$ cat src/rtl/imm_gen_stage_pkg.sv
// Shared types for the immediate-generation stage: basic word type and
// the RV immediate-format / opcode definitions.
package common;
   typedef logic [31:0] u32;
endpackage

package pipes;
   // SH also covers the 5-bit word-shift form; the opcode picks the shamt width.
   typedef enum logic [2:0] {
      IMM_NONE = 3'd0,
      IMM_I    = 3'd1,
      IMM_S    = 3'd2,
      IMM_B    = 3'd3,
      IMM_U    = 3'd4,
      IMM_J    = 3'd5,
      IMM_SH   = 3'd6,
      IMM_Z    = 3'd7
   } imm_fmt_t;

   localparam logic [6:0] OP_LOAD   = 7'b0000011;
   localparam logic [6:0] OP_IMM    = 7'b0010011;
   localparam logic [6:0] OP_AUIPC  = 7'b0010111;
   localparam logic [6:0] OP_IMM_32 = 7'b0011011;
   localparam logic [6:0] OP_STORE  = 7'b0100011;
   localparam logic [6:0] OP_OP     = 7'b0110011;
   localparam logic [6:0] OP_LUI    = 7'b0110111;
   localparam logic [6:0] OP_OP_32  = 7'b0111011;
   localparam logic [6:0] OP_BRANCH = 7'b1100011;
   localparam logic [6:0] OP_JALR   = 7'b1100111;
   localparam logic [6:0] OP_JAL    = 7'b1101111;
   localparam logic [6:0] OP_SYSTEM = 7'b1110011;
endpackage

$ cat src/rtl/imm_gen_stage_imm_extract.sv
// Combinational opcode classifier and immediate extractor (module imm_extract).
// IMMGEN_ILLEGAL_EN adds the illegal_c flag for unknown opcodes.
module imm_extract
   import pipes::*;
   import common::*;
#(
   parameter int unsigned XLEN = 64
) (
   input  u32               instr,
   output imm_fmt_t         fmt_c,
   output logic [XLEN-1:0]  imm_c
`ifdef IMMGEN_ILLEGAL_EN
   ,
   output logic             illegal_c
`endif
);

   logic [6:0] opcode;
   logic [2:0] funct3;
   logic       sh_narrow;

   assign opcode = instr[6:0];
   assign funct3 = instr[14:12];

   // Format classification from opcode/funct3 only
   always_comb begin
      fmt_c     = IMM_NONE;
      sh_narrow = 1'b0;
`ifdef IMMGEN_ILLEGAL_EN
      illegal_c = 1'b0;
`endif
      case (opcode)
         OP_LOAD, OP_JALR:  fmt_c = IMM_I;
         OP_IMM:            fmt_c = (funct3[1:0] == 2'b01) ? IMM_SH : IMM_I;
         OP_IMM_32: begin
            if (XLEN == 64) begin
               fmt_c     = (funct3[1:0] == 2'b01) ? IMM_SH : IMM_I;
               sh_narrow = 1'b1;
            end else begin
`ifdef IMMGEN_ILLEGAL_EN
               illegal_c = 1'b1;
`endif
            end
         end
         OP_STORE:          fmt_c = IMM_S;
         OP_BRANCH:         fmt_c = IMM_B;
         OP_LUI, OP_AUIPC:  fmt_c = IMM_U;
         OP_JAL:            fmt_c = IMM_J;
         OP_SYSTEM:         fmt_c = funct3[2] ? IMM_Z : IMM_NONE;
         OP_OP:             fmt_c = IMM_NONE;
         OP_OP_32: begin
`ifdef IMMGEN_ILLEGAL_EN
            if (XLEN != 64) illegal_c = 1'b1;
`endif
         end
         default: begin
`ifdef IMMGEN_ILLEGAL_EN
            illegal_c = 1'b1;
`endif
         end
      endcase
   end

   // Immediate assembly; sign source is always instr[31]
   always_comb begin
      imm_c = '0;
      case (fmt_c)
         IMM_I:  imm_c = XLEN'($signed(instr[31:20]));
         IMM_S:  imm_c = XLEN'($signed({instr[31:25], instr[11:7]}));
         IMM_B:  imm_c = XLEN'($signed({instr[31], instr[7], instr[30:25], instr[11:8], 1'b0}));
         IMM_U:  imm_c = XLEN'($signed({instr[31:12], 12'b0}));
         IMM_J:  imm_c = XLEN'($signed({instr[31], instr[19:12], instr[20], instr[30:21], 1'b0}));
         IMM_SH: imm_c = (sh_narrow || XLEN == 32) ? XLEN'(instr[24:20]) : XLEN'(instr[25:20]);
         IMM_Z:  imm_c = XLEN'(instr[19:15]);
         default: imm_c = '0;
      endcase
   end

endmodule

$ cat src/rtl/imm_gen_stage.sv
// Registered immediate-generation stage with a one-entry skid buffer.
// Define IMMGEN_ILLEGAL_EN to add the out_illegal port.
module imm_gen_stage
   import pipes::*;
   import common::*;
#(
   parameter int unsigned XLEN = 64
) (
   input  logic             clk,
   input  logic             reset,
   input  logic             flush,
   input  logic             in_valid,
   output logic             in_ready,
   input  u32               in_instr,
   input  logic [XLEN-1:0]  in_pc,
   output logic             out_valid,
   input  logic             out_ready,
   output u32               out_instr,
   output logic [XLEN-1:0]  out_pc,
   output logic [XLEN-1:0]  out_imm,
   output imm_fmt_t         out_fmt
`ifdef IMMGEN_ILLEGAL_EN
   ,
   output logic             out_illegal
`endif
);

   imm_fmt_t          ext_fmt;
   logic [XLEN-1:0]   ext_imm;
   logic              skid_valid;
   u32                skid_instr;
   logic [XLEN-1:0]   skid_pc;
   logic [XLEN-1:0]   skid_imm;
   imm_fmt_t          skid_fmt;
   logic              accept;
   logic              drain;
   logic              main_from_skid;
   logic              main_from_in;
   logic              skid_from_in;
`ifdef IMMGEN_ILLEGAL_EN
   logic              ext_illegal;
   logic              skid_illegal;
`endif

   imm_extract #(.XLEN(XLEN)) u_extract (
      .instr     (in_instr),
      .fmt_c     (ext_fmt),
      .imm_c     (ext_imm)
`ifdef IMMGEN_ILLEGAL_EN
      ,
      .illegal_c (ext_illegal)
`endif
   );

   // Steering: skid refills main first; in_ready is low whenever skid is full
   always_comb begin
      accept         = in_valid && in_ready;
      drain          = out_valid && out_ready;
      main_from_skid = 1'b0;
      main_from_in   = 1'b0;
      skid_from_in   = 1'b0;
      if (drain && skid_valid) begin
         main_from_skid = 1'b1;
      end else if (accept) begin
         if (!out_valid || drain) main_from_in = 1'b1;
         else                     skid_from_in = 1'b1;
      end
   end

   always_ff @(posedge clk) begin
      if (reset) begin
         out_valid    <= 1'b0;
         out_instr    <= '0;
         out_pc       <= '0;
         out_imm      <= '0;
         out_fmt      <= IMM_NONE;
         skid_valid   <= 1'b0;
         skid_instr   <= '0;
         skid_pc      <= '0;
         skid_imm     <= '0;
         skid_fmt     <= IMM_NONE;
         in_ready     <= 1'b1;
`ifdef IMMGEN_ILLEGAL_EN
         out_illegal  <= 1'b0;
         skid_illegal <= 1'b0;
`endif
      end else if (flush) begin
         out_valid  <= 1'b0;
         skid_valid <= 1'b0;
         in_ready   <= 1'b1;
      end else if (main_from_skid) begin
         out_valid   <= 1'b1;
         out_instr   <= skid_instr;
         out_pc      <= skid_pc;
         out_imm     <= skid_imm;
         out_fmt     <= skid_fmt;
         skid_valid  <= 1'b0;
         in_ready    <= 1'b1;
`ifdef IMMGEN_ILLEGAL_EN
         out_illegal <= skid_illegal;
`endif
      end else if (main_from_in) begin
         out_valid   <= 1'b1;
         out_instr   <= in_instr;
         out_pc      <= in_pc;
         out_imm     <= ext_imm;
         out_fmt     <= ext_fmt;
`ifdef IMMGEN_ILLEGAL_EN
         out_illegal <= ext_illegal;
`endif
      end else if (skid_from_in) begin
         skid_valid   <= 1'b1;
         skid_instr   <= in_instr;
         skid_pc      <= in_pc;
         skid_imm     <= ext_imm;
         skid_fmt     <= ext_fmt;
         in_ready     <= 1'b0;
`ifdef IMMGEN_ILLEGAL_EN
         skid_illegal <= ext_illegal;
`endif
      end else if (drain) begin
         out_valid <= 1'b0;
      end
   end

endmodule

$ cat config.mk
export PLATFORM = sky130hd
export DESIGN_NAME = imm_gen_stage
export DESIGN_NICKNAME = d
export VERILOG_FILES = /design/src/rtl/imm_gen_stage_pkg.sv /design/src/rtl/imm_gen_stage_imm_extract.sv /design/src/rtl/imm_gen_stage.sv
export SDC_FILE = /design/constraint.sdc
export NUM_CORES = 1
export LEC_CHECK = 0
export CORE_UTILIZATION = 44
export DETAILED_ROUTE_END_ITERATION = 10
export DONT_BUFFER_PORTS = 1
export HOLD_SLACK_MARGIN = 0.06
export PLACE_DENSITY = 0.59
export RECOVER_POWER = 100
export SLEW_MARGIN = 20
export SYNTH_ARGS = -nofsm -noshare
export SYNTH_HDL_FRONTEND = slang
export SYNTH_SLANG_ARGS = --single-unit
$ cat constraint.sdc
create_clock -name clk -period 2.3 [get_ports clk]
set_clock_uncertainty 0.15 [all_clocks]
set_input_delay 0.115 -clock clk [delete_from_list [all_inputs] [get_ports clk]]
set_output_delay 0.115 -clock clk [all_outputs]
set_load 0.01 [all_outputs]
* Word level (Yosys, flattened, before mapping)
Index checks and enable logic that the tools add are counted.
** Storage, ports and cells
- Bits of input ports :: 101
- Bits in writable memories :: 0
- Flip-flop bits (word level) :: 329
- Bits in latches :: 0
- Memories :: 0
- Bits in read-only memories :: 0
- Output and inout bits :: 165
** Operators by class
- Shift operators :: 0
- Bitwise operators :: 3
- Div/mod/pow operators :: 0
- Multiply operators :: 0
- Mux-type cells :: 25
- Reduce and logical (&&, ||, !) cells :: 16
- $lt $le $gt $ge :: 0
- Equal/unequal tests :: 19
- Add/sub/neg operators :: 0
** Operator list (number)
- one-hot mux 64 bit (7 select lines) :: 1
- 2-to-1 mux 64 bit :: 4
- 2-to-1 mux 32 bit :: 2
- equality test 7 bit, second input constant :: 4
- equality test 7 x 5 -> 1 bit, second input constant :: 3
- one-hot mux 3 bit (7 select lines) :: 1
- equality test 7 x 6 -> 1 bit, second input constant :: 2
- equality test 3 bit, second input constant :: 4
- 2-to-1 mux 1 bit :: 12
- 2-to-1 mux 3 bit :: 4
- OR reduction 2 bit :: 4
- equality test 7 x 2 -> 1 bit, second input constant :: 1
- equality test 3 x 2 -> 1 bit, second input constant :: 2
- 2-to-1 mux 6 bit :: 1
- AND reduction 2 bit :: 3
- AND reduction 4 bit :: 1
- equality test 3 x 1 -> 1 bit, second input constant :: 1
- logical AND 1 bit :: 3
- inequality test 3 bit, second input constant :: 1
- NOT 1 bit :: 3
- nonzero test 3 bit :: 1
- OR reduction 3 bit :: 1
- equality test 2 x 1 -> 1 bit, second input constant :: 1
- nonzero test 2 bit :: 1
- 2 further kinds :: 2

* Depth between registers and ports, before layout
Gate-level depths: netlist of run 1.
- Depth after elaboration :: 8
- Mapped depth :: 8

* Cells and area by module
Synthesis of run 1 repeated with hierarchy kept, for this count alone.
** Second synthesis, totals
- Cell total of the unflattened synthesis :: 1820
- Area total of the unflattened synthesis :: 15179.6 sq um
** Modules (own cells, without submodules)
- imm_gen_stage :: cells each 1701, sequential area each 6586.3 sq um, area each 14257.4 sq um, instances 1
- imm_extract :: cells each 119, sequential area each 0.0 sq um, area each 922.1 sq um, instances 1

* Worst setup path after synthesis of run 1
OpenSTA, ideal clock, no wires.
- Path type :: reg-to-reg
- Start :: reg out_valid
- End :: reg out_pc[51]
- Setup time :: 147 ps
- Buffers on the path :: 4
- Required time :: 2003 ps
- Slack :: 464 ps
- Arrival :: 1539 ps
- Cell stages (with the launch flop) :: 8
- Cells stage by stage :: dfxtp_1 buf_2 nand2_1 a211oi_2 buf_4 buf_4 buf_2 a311oi_2
** Between the ends
- Longest elaborated chain between the ends :: 7
** RTL lines
- from (decl) :: line imm_gen_stage.sv:16 : output logic out_valid,
- from (signal assigned) :: line imm_gen_stage.sv:72 : out_valid <= 1'b0;
- from (signal assigned) :: line imm_gen_stage.sv:88 : out_valid <= 1'b0;
- from (signal assigned) :: line imm_gen_stage.sv:92 : out_valid <= 1'b1;
- zero test 1 bit or logical AND 1 bit (tied branches) :: line imm_gen_stage.sv:65, imm_gen_stage.sv:58
- logical OR 1 bit :: line imm_gen_stage.sv:65 : if (!out_valid || drain) main_from_in = 1'b1;
- 2-to-1 mux 1 bit :: line imm_gen_stage.sv:65
- 2-to-1 mux 1 bit :: line imm_gen_stage.sv:64 : end else if (accept) begin
- 2-to-1 mux 1 bit :: line imm_gen_stage.sv:62 : if (drain && skid_valid) begin
- nonzero test 2 bit (no line)
- AND reduction 2 bit (no line)
- to (signal assigned) :: line imm_gen_stage.sv:94 : out_pc <= skid_pc;
- to (signal assigned) :: line imm_gen_stage.sv:105 : out_pc <= in_pc;
- to (decl) :: line imm_gen_stage.sv:19 : output logic [XLEN-1:0] out_pc,
Several ways; a longest one is shown, not always the timed one.
A chain may end at the register's enable or synchronous reset.

* Final worst setup path of run 1
- Start :: reg out_valid
- End :: reg skid_pc[57]
** Between the ends
- Longest elaborated chain between the ends :: 7
** RTL lines
- zero test 1 bit or logical AND 1 bit (tied branches) :: line imm_gen_stage.sv:65, imm_gen_stage.sv:58
- logical OR 1 bit :: line imm_gen_stage.sv:65
- 2-to-1 mux 1 bit :: line imm_gen_stage.sv:65
- 2-to-1 mux 1 bit :: line imm_gen_stage.sv:64
- 2-to-1 mux 1 bit :: line imm_gen_stage.sv:62
- NOT 1 bit (no line)
- AND reduction 4 bit (no line) *
- to (signal assigned) :: line imm_gen_stage.sv:114 : skid_pc <= in_pc;
- to (decl) :: line imm_gen_stage.sv:32 : logic [XLEN-1:0] skid_pc;
Mark *: on every way between the ends. The rest lies on a longest branch, timed or not.

==> results.ini, run 1 <==
[worst_setup_path]
cpMaxStageDelayCell = dlygate4sd3_1
crit_fanout = 25
critPathBufInv = 3
r2r_slack_ns = 0.05
slowest_delay_ns = 0.57
cp_data_required_time_ns = 2.63
cp-startpoint = out_valid
critical_path_class = reg2reg
worstSetupStartpointType = flop
r2r_start = out_valid
path_common_cell = buf_12
r2r_cells = 7
critPathArrivalTime_ns = 2.58
critPathTopFamily = buffers and inverters
crit_path_end_kind = flop
r2r_end = skid_pc[57]
path_cells = nor2b_4 > nor3b_4 > buf_12 > buf_12 > nand2_1 > a21oi_1 > dlygate4sd3_1

[timing]
min_period_ns = 2.25
final-hold-violation-count = 221
timing.slew.headroom = 0.577
setup_ws_ns = 0.0538
tightest_slew_ns = 0.632
finalCritPeriodShare = 0.977
max_freq_mhz = 445
final-setup-viol-count = 0
holdWs_ns = -0.447
final_max_slew_viol_count = 0
rsz0062_at_grt = yes

[logic_synthesis]
synth_top_family_by_area = simple AND/OR/NAND/NOR gates
synth.most_common_cell = nand2_1
synthFlopType = dfxtp_1
synth-compound-area-share = 0.222
synth_fa_ha_area_frac = 0
yosys_register_bits = 265
synth-xor-area-share = 0.000749
synth-simple-area-share = 0.244
syn_area_per_cell_sq_um = 8.14
synth.area.top_cells = dfxtp_1, nand2_1, a311oi_2
ys_warn_count = 0
yosysSeqAreaShare = 0.453
synth_edf_count = 0
syn-num-nets = 1539
synthArstFlopShare = 0
synth_top_area_frac = 0.453
ys_types = 58
syn-cell-area_sq_um = 11700
yosys.area.top_type = dfxtp_1
syn_inst = 1438
muxShareOfSynthArea = 0.000855
synth_common_cells = nand2_1, dfxtp_1, nor2_1, a21oi_1, clkbuf_1

[drt]
ant_nets = 0
dr.pass1.iters = 6
vias = 10300
drt_iter0_markers = 782
vias_per_cell = 5.57
drcViolationCount = 0
wire_per_inst_microns = 18.3
wl_microns = 33900

[grt]
grt_pass1_wl_microns = 50800
grt_usage = 0.232
grt_max_degree = 269
grt_overflow = 0
antenna_found_initial = 0
grt_pass1_vias = 9399

[hold_path]
hold-path-endpoint = skid_pc[63]
min_from = in_pc[63]
hp-class = in2reg
min_path_cells = 2

[place]
place_ws_ns = 0.222
gp_congestion = 0.820
io_buffers = 0
placedCellCount = 1658
placed_area_sq_um = 11800
dp_hpwl_microns = 19700

[floorplanning]
rows = 59
chipWidth_microns = 165
core_sq_um = 26100
initial_core_util = 0.449
io-pin-count = 266
die_area_sq_um = 27200
fp.dieH_microns = 165

[finish]
nets = 1597
area_delta_synth_final_pct = 21.2
regArea_sq_um = 5310
final_area_sq_um = 14200
diodes = 0
fillerInstances = 2404
multi_input_area_sq_um = 5540
drive_gt1_frac = 0.123
stdcell_count = 1851

[cts]
clockBufferDepth = 3
cts_sinks = 265
cts_htree_levels = 1
clkSlewWorstSetupHoldPaths_ns = 0.06
cts-root-buf = clkbuf_16
worstSkewPairLatency_ns = 0.55
cts_tree = yes
cts-buffers-inserted = 29

[pwr]
cellPowerDensity_nw_per_um2 = 715
irDropWorstVdd_v = 0.000716
p_total_mw = 10.1
p_leak_nw = 4.97

[outcome]
failed_checks = negative hold slack
status = complete, but fails checks

[run]
drv_cap = 0

==> where the power goes <==
group | switching [mW] | internal [mW]
sequential | 0.185 | 4.75
clock | 1.86 | 2.56
combinational | 0.424 | 0.366
==> metal layers <==
layer,share of wire,up-vias,GRT usage
met5,0,-,0
met4,0.016,0,0.0538
met3,0.076,44,0.0592
met2,0.48,309,0.390
met1,0.43,4918,0.296
li1,-,5039,-
==> cell families (layout without fill, tap and decap cells) <==
kind of cell | count (synthesis) | count (layout)
flip-flops | 265 | 265
multiplexers | 1 | 1
XOR/XNOR | 1 | 1
AO/OA/AOI/OAI | 312 | 312
buffers and inverters | 168 | 245
AND/OR/NAND/NOR | 691 | 692
==> what timing repair did <==
item                                    in CTS  in global routing
setup buffers                                0                  6
resized for setup                            0                 12
hold endpoints to repair                   265                221
endpoints found under the setup margin       0                 34
hold buffers                                87                 45
==> registers in the layout (all words and copies together), names as in the netlist <==
name / flops
in_ready: 1
out_fmt: 3
out_imm: 32
out_instr: 32
out_pc: 64
out_valid: 1
skid_fmt: 3
skid_imm: 32
skid_instr: 32
skid_pc: 64
skid_valid: 1
==> layout by cell type (no fill, tap or decap), types with 10 or more instances in the layout <==
cell type	Yosys	routed
dlygate4sd3_1	0	132
buf_12	0	16
nor3_1	24	24
a41oi_2	10	10
buf_4	41	29
a311oi_2	48	48
or3_1	12	12
nand2_1	443	440
inv_1	11	11
nand3_1	24	23
o21ai_0	15	15
clkbuf_16	0	32
a21oi_1	119	119
nor2_1	153	153
a311oi_1	57	57
a211oi_1	14	14
dfxtp_1	265	262
==> stage by stage <==
| step | util | TNS (ns) | hold slack (ns) |
|---|---|---|---|
| after floorplan | - | 0 | 0.0560 |
| after global placement | 0.452 | 0 | 0.0554 |
| after detailed placement | 0.452 | 0 | 0.0575 |
| after CTS | 0.520 | 0 | -0.520 |
| after global routing | 0.544 | -0.0587 | -0.495 |
| final | 0.544 | 0 | -0.447 |
==> layout make-up <==
class                           count  share of cell area
Clock buffer                       42              0.0603
Clock inverter                      9             0.00362
Inverter                           12             0.00318
Multi-Input combinational cell   1006               0.391
Sequential cell                   265               0.375
Tap cell                          335              0.0296
Timing Repair Buffer              182               0.138
==> worst max-delay path by stage <==
stage	end	slack [ns]	depth (start not counted)
2_1_floorplan	out_pc[51]	0.46	7
3_3_place_gp	out_pc[4]	0.29	6
3_5_place_dp	out_pc[6]	0.22	6
4_1_cts	skid_instr[12]	0.03	7
5_1_grt	skid_pc[57]	-0.03	7
6_report	skid_pc[57]	0.05	7
Power figures use the tool's default switching activity.
==> run 2, diff against run 1 <==
==> constraint.sdc (replaced) <==
create_clock -name clk -period 2.3 [get_ports clk]
set_clock_uncertainty 0.15 [all_clocks]
set_input_delay 0.23 -clock clk [delete_from_list [all_inputs] [get_ports clk]]
set_output_delay 0.23 -clock clk [all_outputs]
set_load 0.01 [all_outputs]
==> results.ini, run 2 (synthesis gave the netlist of run 1 again) <==
[floorplanning]
initial_core_util = 0.449  ; unchanged
die_area_sq_um = 27200  ; unchanged
chipWidth_microns = 165  ; unchanged
rows = 59  ; unchanged
core_sq_um = 26100  ; unchanged
fp.dieH_microns = 165  ; unchanged
io-pin-count = 266  ; unchanged

[finish]
reg_top3 = out_pc: 64 flops, skid_pc: 64 flops
drive_gt1_frac = 0.119  ; -0.00474
final_common_cell = nand2_1
diodes = 0  ; unchanged
multi_input_area_sq_um = 5510  ; -0.52%
mostFrequentLayoutCells = nand2_1, dfxtp_1, nor2_1, dlygate4sd3_1, a21oi_1
nets = 1607  ; +0.63%
area_delta_synth_final_pct = 22.3
fillerInstances = 2418  ; +0.58%
regArea_sq_um = 5310  ; about the same
stdcell_count = 1861  ; +0.54%

[grt]
grt_use_met3 = 0.0592  ; unchanged
grt_overflow = 0  ; unchanged
antenna_found_initial = 0  ; unchanged
grt_busiest_layer = met2
grt_pass1_vias = 9117  ; -3.0%
grt_max_degree = 269  ; unchanged
met2_usage = 0.374  ; -0.0160
grt_pass1_wl_microns = 49400  ; -2.8%
gr-usage-met1 = 0.286  ; -0.0108
grt_usage = 0.225  ; -0.00750

[cts]
cts-buffers-inserted = 29  ; unchanged
clockBufferDepth = 3  ; unchanged
cts_tree = yes
cts_htree_levels = 1  ; unchanged
cts-root-buf = clkbuf_16
worstSkewPairLatency_ns = 0.54  ; about the same
cts_sinks = 265  ; unchanged
clkSlewWorstSetupHoldPaths_ns = 0.06  ; about the same

[drt]
wl_microns = 33300  ; -1.8%
vias = 10200  ; -0.60%
drt_iter0_markers = 768  ; -1.8%
dr.pass1.iters = 5  ; -1
wire_per_inst_microns = 17.9  ; -2.4%
vias_per_cell = 5.51  ; -1.1%
ant_nets = 0  ; unchanged
drcViolationCount = 0  ; unchanged

[worst_setup_path]
crit_path_end_kind = flop
cp_data_required_time_ns = 2.63  ; about the same
crit_fanout = 22  ; -12%
critPathArrivalTime_ns = 2.60  ; +0.02 ns
critical_path_class = reg2reg
worstSetupStartpointType = flop

[outcome]
failed_checks = negative hold slack
status = complete, but fails checks

[timing]
max_freq_mhz = 442  ; -0.78%
finalCritPeriodShare = 0.984  ; +0.00764
setup_ws_ns = 0.0362  ; -0.0176 ns
min_period_ns = 2.26  ; +0.0176 ns
tightest_slew_ns = 0.887  ; +0.255 ns
holdWs_ns = -0.329  ; +0.118 ns
final-setup-viol-count = 0  ; unchanged
final-hold-violation-count = 142  ; -36%
final_max_slew_viol_count = 0  ; unchanged
timing.slew.headroom = 0.409  ; -0.168

[hold_path]
hp-class = in2reg

[place]
placedCellCount = 1656  ; -0.12%
gp_congestion = 0.795  ; -3.1%
place_ws_ns = 0.225  ; +0.00284 ns
io_buffers = 0  ; unchanged
dp_hpwl_microns = 19500  ; -1.2%

[run]
drv_cap = 0  ; unchanged

[pwr]
cellPowerDensity_nw_per_um2 = 710  ; -0.78%
p_total_mw = 10.2  ; +0.11%
irDropWorstVdd_v = 0.000642  ; -10%
p_leak_nw = 5.11  ; +2.8%

## run 2: cell count changes in the layout (fill, tap and decap cells not counted), sizes merged
cell,before,now
buf,47,46
dlygate4sd3,132,143
clkinvlp,1,2
clkinv,7,4
nand3,26,25
clkbuf,45,48
## run 2: final cells by class
type / count / area share
clock buffer: 44 / 0.0610
clock inverter: 7 / 0.00306
inverter: 12 / 0.00315
multi-input combinational: 1005 / 0.385
sequential: 265 / 0.371
tap: 335 / 0.0293
timing repair buffer: 193 / 0.147
## run 2: repair_timing
item,4_1_cts,5_1_grt
gates resized for setup,0,7
hold endpoints to repair,265,213
setup endpoints to repair,0,36
hold buffers,93,50
setup buffers,0,8
## run 2: metal layers
metal / vias to the layer above / wire length [microns] / part of all wire
li1: 5066 / - / -
met1: 4843 / 13800 / 0.41
met2: 295 / 16200 / 0.49
met3: 44 / 2640 / 0.079
met4: 0 / 670 / 0.020
met5: - / 0 / 0
## run 2: path summary, 6_finish.rpt
check,to,slack (ns),from,cells after the start
hold reg to reg,skid_pc[22],0.30,skid_pc[22],2
setup / recovery,skid_imm[10],0.04,out_valid,7
setup reg to reg,skid_imm[10],0.04,out_valid,7
hold / removal,skid_pc[15],-0.33,in_pc[15],2
## run 2: report_power, final
group | switching [mW] | leakage, nW | internal (mW)
Sequential | 0.183 | 2.16 | 4.75
Clock | 1.88 | 0.449 | 2.60
Combinational | 0.399 | 2.50 | 0.346
Total | 2.46 | 5.11 | 7.70
## run 2: metrics by stage
| stage | hold WS (ns) | util | area, sq um | TNS (ns) |
|---|---|---|---|---|
| 2_1_floorplan | 0.171 | - | 11700 | 0 |
| 3_3_place_gp | 0.172 | 0.453 | 11800 | 0 |
| 3_5_place_dp | 0.177 | 0.453 | 11800 | 0 |
| 4_1_cts | -0.387 | 0.524 | 13700 | 0 |
| 5_1_grt | -0.359 | 0.549 | 14300 | -0.213 |
| 6_report | -0.329 | 0.549 | 14300 | 0 |
## run 2: critical path, cell delays in order, from the launching register on
cell	delay [ns]
dfxtp_2	0.35
nor2b_4	0.20
nor3b_4	0.30
buf_12	0.20
buf_12	0.17
nand3_1	0.09
a21oi_1	0.16
dlygate4sd3_1	0.58
==> run 3, diff against run 2 <==
--- a/config.mk
+++ b/config.mk
@@ -8,6 +8,7 @@
 export CORE_UTILIZATION = 44
 export DETAILED_ROUTE_END_ITERATION = 10
 export DONT_BUFFER_PORTS = 1
+export GPL_TIMING_DRIVEN = 0
 export HOLD_SLACK_MARGIN = 0.06
 export PLACE_DENSITY = 0.59
 export RECOVER_POWER = 100
==> results.ini, run 3 (synthesis gave the netlist of run 1 again) <==
[floorplanning]
fp.dieH_microns = 165  ; unchanged
io-pin-count = 266  ; unchanged
initial_core_util = 0.449  ; unchanged
rows = 59  ; unchanged
die_area_sq_um = 27200  ; unchanged
chipWidth_microns = 165  ; unchanged
core_sq_um = 26100  ; unchanged

[worst_setup_path]
cp_data_required_time_ns = 2.59  ; -0.04 ns
worstSetupStartpointType = flop
path_cells = buf_2 > nand2_1 > a211oi_2 > buf_4 > buf_8 > buf_6 > nor2_1 > a311oi_1
critPathTopFamily = buffers and inverters
cpMaxStageDelayCell = dfxtp_1
critPathBufInv = 4  ; +1
critPathArrivalTime_ns = 2.48  ; -0.12 ns
crit_fanout = 10  ; -55%
slowest_delay_ns = 0.37  ; -0.21 ns
crit_path_end_kind = flop
critical_path_class = reg2reg

[drt]
dr.pass1.iters = 5  ; unchanged
drcViolationCount = 0  ; unchanged
vias_per_cell = 5.60  ; +1.6%
vias = 10800  ; +5.4%
drt_iter0_markers = 689  ; -10%
wire_per_inst_microns = 19.4  ; +8.2%
ant_nets = 0  ; unchanged
wl_microns = 37400  ; +12%

[pwr]
pwr-share-seq = 0.485  ; about the same
irDropWorstVdd_v = 0.000617  ; -3.9%
clkPwrFrac = 0.421  ; -0.020
p_sw_mw = 2.67  ; +8.7%
p_sw_frac = 0.262  ; +0.0200
cellPowerDensity_nw_per_um2 = 732  ; +3.1%
p_total_mw = 10.2  ; +0.37%
power_frac_comb = 0.094  ; +0.021
p_int_mw = 7.52  ; -2.3%
p_leak_nw = 4.87  ; -4.7%

[timing]
rsz0062_at_grt = no
final-hold-violation-count = 0  ; -100%
min_period_ns = 2.18  ; -0.0800 ns
fin_setup_tns_ns = 0  ; unchanged
holdWs_ns = 0.115  ; +0.444 ns
setup_ws_ns = 0.116  ; +0.0800 ns
tightest_slew_ns = 0.836  ; -0.0504 ns
final-setup-viol-count = 0  ; unchanged
final_max_slew_viol_count = 0  ; unchanged
timing.slew.headroom = 0.442  ; +0.0336
finalCritPeriodShare = 0.949  ; -0.0348
max_freq_mhz = 458  ; +3.7%

[finish]
drive_gt1_frac = 0.129  ; +0.0105
stdcell_count = 1930  ; +3.7%
final_common_cell = nand2_1
final_area_sq_um = 13900  ; -2.6%
reg_top3 = out_pc: 64 flops, skid_pc: 64 flops
utilization = 0.535  ; -0.0145
area_delta_synth_final_pct = 19.0
nets = 1674  ; +4.2%
diodes = 0  ; unchanged
mostFrequentLayoutCells = nand2_1, dfxtp_1, nor2_1, a21oi_1, dlygate4sd3_1

[outcome]
status = complete, no violations

[grt]
grt_pass1_vias = 10100  ; +11%
antenna_found_initial = 0  ; unchanged
grt_max_degree = 35  ; -87%
grt_usage = 0.265  ; +0.0403
grt_overflow = 0  ; unchanged
grt_pass1_wl_microns = 56500  ; +14%

[run]
drv_cap = 0  ; unchanged

[cts]
clockBufferDepth = 3  ; unchanged
cts-root-buf = clkbuf_16
cts_htree_levels = 1  ; unchanged
worstSkewPairLatency_ns = 0.55  ; about the same
clkSlewWorstSetupHoldPaths_ns = 0.06  ; about the same
cts-buffers-inserted = 29  ; unchanged
cts_tree = yes
cts_sinks = 265  ; unchanged

[place]
dp_hpwl_microns = 25800  ; +32%
placed_area_sq_um = 12100  ; +2.6%
io_buffers = 0  ; unchanged
gp_congestion = 0.888  ; +12%
place_ws_ns = -0.179  ; -0.405 ns
placedCellCount = 1773  ; +7.1%

[hold_path]
hp-class = in2reg

## run 3: repair_timing
item                                   CTS  global route
pin swaps                                0             1
gates resized for setup                  6            61
buffers inserted                         0             2
setup endpoints to repair              118           189
hold buffers                           103             0
endpoints found under the hold margin  262             0
## run 3: path summary, 6_finish.rpt
check                                 start          end  slack, ns  cells after the start
worst max-delay path              out_valid   out_pc[46]       0.12                      8
worst min register to register  skid_pc[57]  skid_pc[57]       0.30                      2
worst max register to register    out_valid   out_pc[46]       0.12                      8
worst min-delay path              out_ready  out_imm[20]       0.12                      4
## run 3: cell type report
type                            instances  area [sq um]
Multi-Input combinational cell       1005          5450
Clock buffer                           41           791
Sequential cell                       265          5310
Fill cell                            2489         12100
Clock inverter                         12          63.8
Inverter                               12          45.0
Timing Repair Buffer                  104          1040
Tap cell                              335           419
Buffer                                156           818
## run 3: routing by layer
layer / global-route usage / up-vias / routed length [microns]
li1: - / 5208 / -
met1: 0.347 / 5106 / 16100
met2: 0.425 / 414 / 17000
met3: 0.0624 / 75 / 3100
met4: 0.0930 / 0 / 1160
met5: 0 / - / 0
## run 3: power by group through the flow
| stage | sequential [mW] | combinational (mW) | clock, mW |
|---|---|---|---|
| floorplan | 4.99 | 0.621 | 0 |
| global placement | 5.04 | 0.774 | 0 |
| detailed placement | 5.04 | 0.783 | 0 |
| CTS | 4.94 | 0.981 | 4.36 |
| global route | 4.96 | 1.05 | 4.53 |
| finish | 4.94 | 0.961 | 4.29 |
## run 3: worst reg2reg max path, stage by stage, from the launching register on
cell and delay (ns):
dfxtp_1 0.37, buf_2 0.20, nand2_1 0.15, a211oi_2 0.22, buf_4 0.24, buf_8 0.21
buf_6 0.18, nor2_1 0.06, a311oi_1 0.29
